==> config.mk <==
export PLATFORM = sky130hd
export DESIGN_NAME = pl_tx_arbiter_flat
export DESIGN_NICKNAME = d
export VERILOG_FILES = /design/src/rtl/pl_tx_arbiter_if.sv /design/src/rtl/pl_tx_arbiter.sv /design/src/flat_wrapper.sv
export SDC_FILE = /design/constraint.sdc
export NUM_CORES = 2
export LEC_CHECK = 0
export ABC_CLOCK_PERIOD_IN_PS = 3100
export BUFFER_PORTS_ARGS = -buffer_cell sky130_fd_sc_hd__buf_2
export CORE_AREA = 2 2 680 682
export DETAILED_ROUTE_END_ITERATION = 8
export DIE_AREA = 0 0 682 684
export SETUP_SLACK_MARGIN = 0.5
export SYNTH_ARGS = -nofsm -noshare
export SYNTH_HDL_FRONTEND = slang
export SYNTH_SLANG_ARGS = --single-unit
==> constraint.sdc <==
create_clock -name clk -period 3.1 [get_ports clk]
set_clock_uncertainty 0.15 [all_clocks]
set_input_delay 0.62 -clock clk [delete_from_list [all_inputs] [get_ports clk]]
set_output_delay 0.62 -clock clk [all_outputs]
set_load 0.1 [all_outputs]
==> src/rtl/pl_tx_arbiter_if.sv <==
// Beat stream bundle shared by the two requesters and the output toward the
// packet identifier. The master drives the beat and the slave returns ready.
interface pl_tx_arbiter_if #(
  parameter int DATA_W = 512,
  parameter int DK_W   = 64
);
  logic              valid;
  logic [DATA_W-1:0] data;
  logic [DK_W-1:0]   dk;
  logic              last;
  logic              ready;

  modport master (output valid, data, dk, last, input ready);
  modport slave  (input valid, data, dk, last, output ready);
endinterface

==> src/rtl/pl_tx_arbiter.sv <==
// Transmit-side scheduler: shares the 512-bit symbol path between TLP and
// DLLP requesters, one packet per grant, through a single registered output
// stage. Packets caught by link loss are drained and counted in drop_cnt.
module pl_tx_arbiter #(
  parameter int DATA_W       = 512,
  parameter int DK_W         = 64,
  parameter int MAX_DLLP_RUN = 4
) (
  input  logic                   clk,
  input  logic                   rst,
  input  logic                   linkup,
  pl_tx_arbiter_if.slave         tlp,
  pl_tx_arbiter_if.slave         dllp,
  pl_tx_arbiter_if.master        out,
  output logic [1:0]             grant,
  output logic [7:0]             drop_cnt
);

  localparam int RUN_W = $clog2(MAX_DLLP_RUN + 1);
  localparam logic [RUN_W-1:0] RUN_MAX = RUN_W'(MAX_DLLP_RUN);

  typedef enum logic [2:0] {
    IDLE       = 3'd0,
    GNT_TLP    = 3'd1,
    GNT_DLLP   = 3'd2,
    FLUSH_TLP  = 3'd3,
    FLUSH_DLLP = 3'd4
  } state_t;

  state_t            state_reg, state_next;
  logic [RUN_W-1:0]  run_reg, run_next;
  logic [7:0]        drop_cnt_reg;
  logic              drop_inc;

  logic              out_valid_reg;
  logic [DATA_W-1:0] out_data_reg;
  logic [DK_W-1:0]   out_dk_reg;
  logic              out_last_reg;

  logic              tlp_rdy;
  logic              dllp_rdy;
  logic              load_en;
  logic              load_dllp;

  // Owner can accept a new beat whenever the output register is empty or
  // is being emptied this cycle.
  logic              stage_free;
  assign stage_free = !out_valid_reg || out.ready;

  // Arbitration, ready generation, packet tracking and drop detection.
  always_comb begin
    state_next = state_reg;
    run_next   = run_reg;
    drop_inc   = 1'b0;
    tlp_rdy    = 1'b0;
    dllp_rdy   = 1'b0;
    load_en    = 1'b0;
    load_dllp  = 1'b0;

    case (state_reg)
      IDLE: begin
        // DLLPs win until they have taken MAX_DLLP_RUN grants in a row with
        // a TLP waiting; then the TLP gets one packet and the run restarts.
        if (linkup) begin
          if (dllp.valid && ((run_reg < RUN_MAX) || !tlp.valid)) begin
            state_next = GNT_DLLP;
            if (run_reg != RUN_MAX) begin
              run_next = run_reg + 1'b1;
            end
          end else if (tlp.valid) begin
            state_next = GNT_TLP;
            run_next   = '0;
          end
        end
      end

      GNT_TLP: begin
        tlp_rdy = linkup ? stage_free : 1'b1;
        if (tlp.valid && tlp_rdy) begin
          if (linkup) begin
            load_en = 1'b1;
            if (tlp.last) begin
              state_next = IDLE;
            end
          end else if (tlp.last) begin
            state_next = IDLE;
            drop_inc   = 1'b1;
          end else begin
            state_next = FLUSH_TLP;
          end
        end
      end

      GNT_DLLP: begin
        dllp_rdy = linkup ? stage_free : 1'b1;
        if (dllp.valid && dllp_rdy) begin
          if (linkup) begin
            load_en   = 1'b1;
            load_dllp = 1'b1;
            if (dllp.last) begin
              state_next = IDLE;
            end
          end else if (dllp.last) begin
            state_next = IDLE;
            drop_inc   = 1'b1;
          end else begin
            state_next = FLUSH_DLLP;
          end
        end
      end

      FLUSH_TLP: begin
        // Drain the abandoned packet regardless of link state.
        tlp_rdy = 1'b1;
        if (tlp.valid && tlp.last) begin
          state_next = IDLE;
          drop_inc   = 1'b1;
        end
      end

      FLUSH_DLLP: begin
        dllp_rdy = 1'b1;
        if (dllp.valid && dllp.last) begin
          state_next = IDLE;
          drop_inc   = 1'b1;
        end
      end

      default: begin
        state_next = IDLE;
      end
    endcase
  end

  // State, DLLP run counter and saturating drop counter.
  always_ff @(posedge clk) begin
    if (rst) begin
      state_reg    <= IDLE;
      run_reg      <= '0;
      drop_cnt_reg <= '0;
    end else begin
      state_reg <= state_next;
      run_reg   <= run_next;
      if (drop_inc && (drop_cnt_reg != 8'hFF)) begin
        drop_cnt_reg <= drop_cnt_reg + 8'd1;
      end
    end
  end

  // Output register: loads on an owner handshake, empties on out_ready, and
  // is dropped outright when the link goes down.
  always_ff @(posedge clk) begin
    if (rst) begin
      out_valid_reg <= 1'b0;
      out_data_reg  <= '0;
      out_dk_reg    <= '0;
      out_last_reg  <= 1'b0;
    end else if (!linkup) begin
      out_valid_reg <= 1'b0;
    end else if (load_en) begin
      out_valid_reg <= 1'b1;
      out_data_reg  <= load_dllp ? dllp.data : tlp.data;
      out_dk_reg    <= load_dllp ? dllp.dk   : tlp.dk;
      out_last_reg  <= load_dllp ? dllp.last : tlp.last;
    end else if (out.ready) begin
      out_valid_reg <= 1'b0;
    end
  end

  // Grant is a decode of the registered state, so it is glitch-free.
  always_comb begin
    grant = 2'b00;
    case (state_reg)
      GNT_TLP, FLUSH_TLP:   grant = 2'b01;
      GNT_DLLP, FLUSH_DLLP: grant = 2'b10;
      default:              grant = 2'b00;
    endcase
  end

  assign tlp.ready  = tlp_rdy;
  assign dllp.ready = dllp_rdy;
  assign out.valid  = out_valid_reg;
  assign out.data   = out_data_reg;
  assign out.dk     = out_dk_reg;
  assign out.last   = out_last_reg;
  assign drop_cnt   = drop_cnt_reg;

endmodule

==> src/flat_wrapper.sv <==
// flat-port wrapper written by rule: the top's interface ports become plain ports
module pl_tx_arbiter_flat 
#(
  parameter int DATA_W       = 512,
  parameter int DK_W         = 64,
  parameter int MAX_DLLP_RUN = 4
)
  (clk, rst, linkup, grant, drop_cnt, tlp_valid, tlp_data, tlp_dk, tlp_last, tlp_ready, dllp_valid, dllp_data, dllp_dk, dllp_last, dllp_ready, out_valid, out_data, out_dk, out_last, out_ready);
  pl_tx_arbiter_if #(.DATA_W(DATA_W), .DK_W(DK_W)) tlp_i ();
  pl_tx_arbiter_if #(.DATA_W(DATA_W), .DK_W(DK_W)) dllp_i ();
  pl_tx_arbiter_if #(.DATA_W(DATA_W), .DK_W(DK_W)) out_i ();
  input  logic clk;
  input  logic rst;
  input  logic linkup;
  output logic [1:0] grant;
  output logic [7:0] drop_cnt;
  input wire logic [$bits(tlp_i.valid)-1:0] tlp_valid;
  input wire logic [$bits(tlp_i.data)-1:0] tlp_data;
  input wire logic [$bits(tlp_i.dk)-1:0] tlp_dk;
  input wire logic [$bits(tlp_i.last)-1:0] tlp_last;
  output wire logic [$bits(tlp_i.ready)-1:0] tlp_ready;
  input wire logic [$bits(dllp_i.valid)-1:0] dllp_valid;
  input wire logic [$bits(dllp_i.data)-1:0] dllp_data;
  input wire logic [$bits(dllp_i.dk)-1:0] dllp_dk;
  input wire logic [$bits(dllp_i.last)-1:0] dllp_last;
  output wire logic [$bits(dllp_i.ready)-1:0] dllp_ready;
  output wire logic [$bits(out_i.valid)-1:0] out_valid;
  output wire logic [$bits(out_i.data)-1:0] out_data;
  output wire logic [$bits(out_i.dk)-1:0] out_dk;
  output wire logic [$bits(out_i.last)-1:0] out_last;
  input wire logic [$bits(out_i.ready)-1:0] out_ready;
  assign tlp_i.valid = tlp_valid;
  assign tlp_i.data = tlp_data;
  assign tlp_i.dk = tlp_dk;
  assign tlp_i.last = tlp_last;
  assign tlp_ready = tlp_i.ready;
  assign dllp_i.valid = dllp_valid;
  assign dllp_i.data = dllp_data;
  assign dllp_i.dk = dllp_dk;
  assign dllp_i.last = dllp_last;
  assign dllp_ready = dllp_i.ready;
  assign out_valid = out_i.valid;
  assign out_data = out_i.data;
  assign out_dk = out_i.dk;
  assign out_last = out_i.last;
  assign out_i.ready = out_ready;
  pl_tx_arbiter #(.DATA_W(DATA_W), .DK_W(DK_W), .MAX_DLLP_RUN(MAX_DLLP_RUN)) u_core (.clk(clk), .rst(rst), .linkup(linkup), .tlp(tlp_i), .dllp(dllp_i), .out(out_i), .grant(grant), .drop_cnt(drop_cnt));
endmodule
==> metrics list <==
* Min Clock Period, post-route: 2.62 ns
* Fraction of the cycle the final worst path needs: 0.847
* Initial standard-cell utilization of the core: 0.0567
* Total routing resource utilization after global routing: 0.151
* Status: completed
* Largest area contributor in the synthesized netlist: sky130_fd_sc_hd__dfxtp_1
- In this run the tightest slew margin relative to its limit is 0.526.
- Summing all multi-input logic gate instances after layout gives roughly 12000 um^2.
- The most critical setup path has its endpoint at dllp_ready.
- The final number of max-transition violations came to 0.
- Endpoint arrival time on the critical path: between 1.5 and 2 ns
* Clock Latency Late Sink: 0.82 ns
* Share of cells above drive strength 1: 0.332
* Class of the tightest hold or removal check: in2reg
- Slowest cell on crit path: sky130_fd_sc_hd__dfxtp_4
* Final TNS setup: 0 ns
- The average instance in the mapped netlist occupies 7.81 um^2.
- Routed Antenna Nets: 0
* Synth cell count leaders: sky130_fd_sc_hd__nand2_1, sky130_fd_sc_hd__dfxtp_1, sky130_fd_sc_hd__nor2_1
- Fraction of the yosys area taken by sequential cells: 0.455
* Top fanout value on the critical path: 5
- Post-synth cell types: 45
* Die boundary width: slightly below 700 um
* Final RePlAce weighted congestion: 1.07
- Main area contributors after synthesis: sky130_fd_sc_hd__dfxtp_1, sky130_fd_sc_hd__a311oi_1, sky130_fd_sc_hd__nand2_1, sky130_fd_sc_hd__nor2_1, sky130_fd_sc_hd__buf_2
* Max capacitance violation total: 0
* Cells along the critical path: and2b_2 -> a21oi_2 -> nor2_2 -> buf_12
- In the routed layout, each cell is associated on average with a via count of 3.32.
- Area fraction of the dominant cell type after synthesis: 0.455
- The die covers 466000 um^2.
- STA classifies the critical path endpoint as an output port.
* Layout-stage area growth over the synthesis result: 121%
- For this run, the top clock speed supported by timing is between 300 and 400 MHz.
- In this run the core area contains ~250 standard-cell rows.
- Y dimension of the die: 684 um
- For the pin with the worst max-slew slack, the measured transition is 0.716 ns.
- Number of global-route vias before repair: roughly 38000
* Post-synthesis async set-or-reset flop share: 0
* Initial detailed-routing violation count: 4322
- Of the total power, registers draw 0.279.
- After detailed routing, the total wire length is around 370 mm.
- For the worst flop-to-flop path, the logic depth is 9.
* Yosys Warn Count: 0
* Clock buffer count from CTS: 79
- In this run the power spent charging and discharging nets is 14600 uW.
* Total core area: 459000 um^2
- The number of nets in the synthesized netlist is 4495.
- Power density of the placed cells: 553 nW/um^2
* Clock Tree Root: sky130_fd_sc_hd__clkbuf_16
* Total overflow reported by the global router: 0
* Number of buffers on the longest clock path: 4
- Leading cell type by number of instances after synthesis: sky130_fd_sc_hd__nand2_1
- Flip-flop and latch area: 11900 um^2
* Number of flip-flops in the largest register: 512
* Final Hold Fails: 0
* Endpoint required time on the critical path: 2.33 ns
* Post-synthesis cell area: 26000 um^2
* Switching Fraction: 0.461
* Critical Path Max Stage Delay: roughly 0.36 ns
- Cell internal power was estimated by the tool at 17100 uW.
- The analysis attributes to cell leakage a power of 0.0231 uW.
- The H-tree generated during clock tree synthesis spans 3 levels.
- The share of total power dissipated in the clock network is 0.305.
- First drt pass iteration count: 6
* Buffers on Ports: 1749
- Number of antenna violations at the first check in global routing: 529
* Critical path launch point: u_core.state_reg[2]
* # DRC: 0
- Setup violations remaining at the end of the flow were counted as 0.
- Critical path launch point type: flop
- The setup check on the worst reg-to-reg path leaves a slack of 0.54 ns.
- Final nets: 7307
* Crit Path Category: reg2out
- The startpoint identified for the worst register-to-register timing path is u_core.state_reg[1].
- First-pass GRT wire length: 447 mm
- Setup repair after global routing could not meet its margin everywhere.
- The filler cells instantiated in the layout total between 50000 and 60000.
* VDD IR max: 0.513 mV
- Counting flops with a built-in enable in the synthesized netlist gives 0.
- The endpoint identified for the worst register-to-register timing path is u_core.out.data[57].
* Maximum number of pins on one net before global-route repair: 82
- In the synthesized netlist, the number of instances is roughly 3300.
* Number of sinks on the clock net: between 500 and 600
- TritonCTS built the clock tree.
- After clock tree synthesis, the clock-pin slew on the worst setup and hold paths is 0.07 ns.
* Dominant register cell in the synthesized netlist: sky130_fd_sc_hd__dfxtp_1
- At the end of the flow the core is filled with cells to 0.125.
- Number of top-level pins: around 1800
- Mean routed wirelength per cell: a little under 30 um
- In this run, synthesis produced a sequential element count of 592.
* Total via count in the routed design: 41815
- Of the total power, combinational logic draws 0.416.
- HPWL reported at the end of detailed placement: 328 mm
per-stage QoR:
step                setup slack (ns)  hold WS [ns]  area, um^2  cells  total power (uW)
finish                         0.475         0.104       57400  12603             31700
global route                   0.393        0.0840       57200  12506             32800
CTS                            0.319        0.0209       56600  12343             32100
detailed placement             0.327         0.337       42100  11047             20100
global placement               0.381         0.330       42100  11047             20000
floorplan                      0.484         0.328       26000   3332             16800
worst min-delay path by stage:
| stage | from | endpoint | slack [ns] | depth (start not counted) |
|---|---|---|---|---|
| 5_1_grt | dllp_data[53] | u_core.out.data[53] | 0.08 | 3 |
| 3_3_place_gp | u_core.out.data[233] | u_core.out.data[233] | 0.33 | 2 |
| 4_1_cts | tlp_dk[7] | u_core.out.dk[7] | 0.02 | 3 |
| 3_5_place_dp | u_core.out.data[144] | u_core.out.data[144] | 0.34 | 2 |
| 2_1_floorplan | u_core.run_reg[2] | u_core.run_reg[2] | 0.33 | 2 |
| 6_report | tlp_dk[7] | u_core.out.dk[7] | 0.10 | 3 |
critical path, delay by kind of cell (launching register included):
family	cells	cell delay (ns)
AOI/OAI and AO/OA	1	0.06
and+or+nand+nor	2	0.41
buffers and inverters	1	0.20
DFF	1	0.36
power by group through the flow:
stage               sequential (uW)  clock, uW  combinational [uW]
global route                   8930      10200               13700
finish                         8860       9680               13200
floorplan                     14500          0                2330
global placement               8990          0               11100
CTS                            8850      10000               13200
detailed placement             9000          0               11100
cells by family (layout without fill, tap and decap cells):
logic type      Yosys count  count (layout)  share of synthesized area
buf+inv                 334            3205                     0.0760
compound gates          610             610                      0.203
fa+ha+maj                 3               3                    0.00144
xor+xnor                  2               2                   0.000673
simple gates           1788            1788                      0.263
mux                       3               3                    0.00115
other cells               0             251                          0
flops                   592             592                      0.455
cell type report:
cell class	instances	area share
Tap cell	6149	0.134
Antenna cell	251	0.0109
Clock inverter	30	0.00514
Clock buffer	110	0.0401
Sequential cell	592	0.207
Timing Repair Buffer	3059	0.389
Inverter	6	0.000392
Multi-Input combinational cell	2406	0.213
metal layers:
metal  wire [um]  up-vias  track usage
li1            -    17588            -
met1      127000    19296        0.157
met2      172000     3343        0.255
met3       47700     1328       0.0733
met4       22400      260       0.0671
met5        1780        -            0
cells in the final DEF, fill, tap and decap left out, types with 13 or more instances in the layout:
cell type	synthesis	final
sky130_fd_sc_hd__dfxtp_1	592	589
sky130_fd_sc_hd__buf_12	0	42
sky130_fd_sc_hd__clkinv_2	0	13
sky130_fd_sc_hd__a311oi_1	577	576
sky130_fd_sc_hd__clkbuf_16	0	82
sky130_fd_sc_hd__buf_4	8	202
sky130_fd_sc_hd__dlygate4sd3_1	0	1148
sky130_fd_sc_hd__nand2_1	1162	1162
sky130_fd_sc_hd__diode_2	0	251
sky130_fd_sc_hd__buf_2	170	1654
sky130_fd_sc_hd__nor2_1	591	588
sky130_fd_sc_hd__clkbuf_8	0	21
repair_timing:
item                                    in CTS  in global routing
setup buffers                                8                  6
pin swaps                                    2                  4
gates cloned                                 0                  3
endpoints found under the hold margin      579                  0
endpoints found under the setup margin     193                 46
hold buffers                              1148                  0
gates resized for setup                    117                  9
Power figures use the tool's default switching activity.
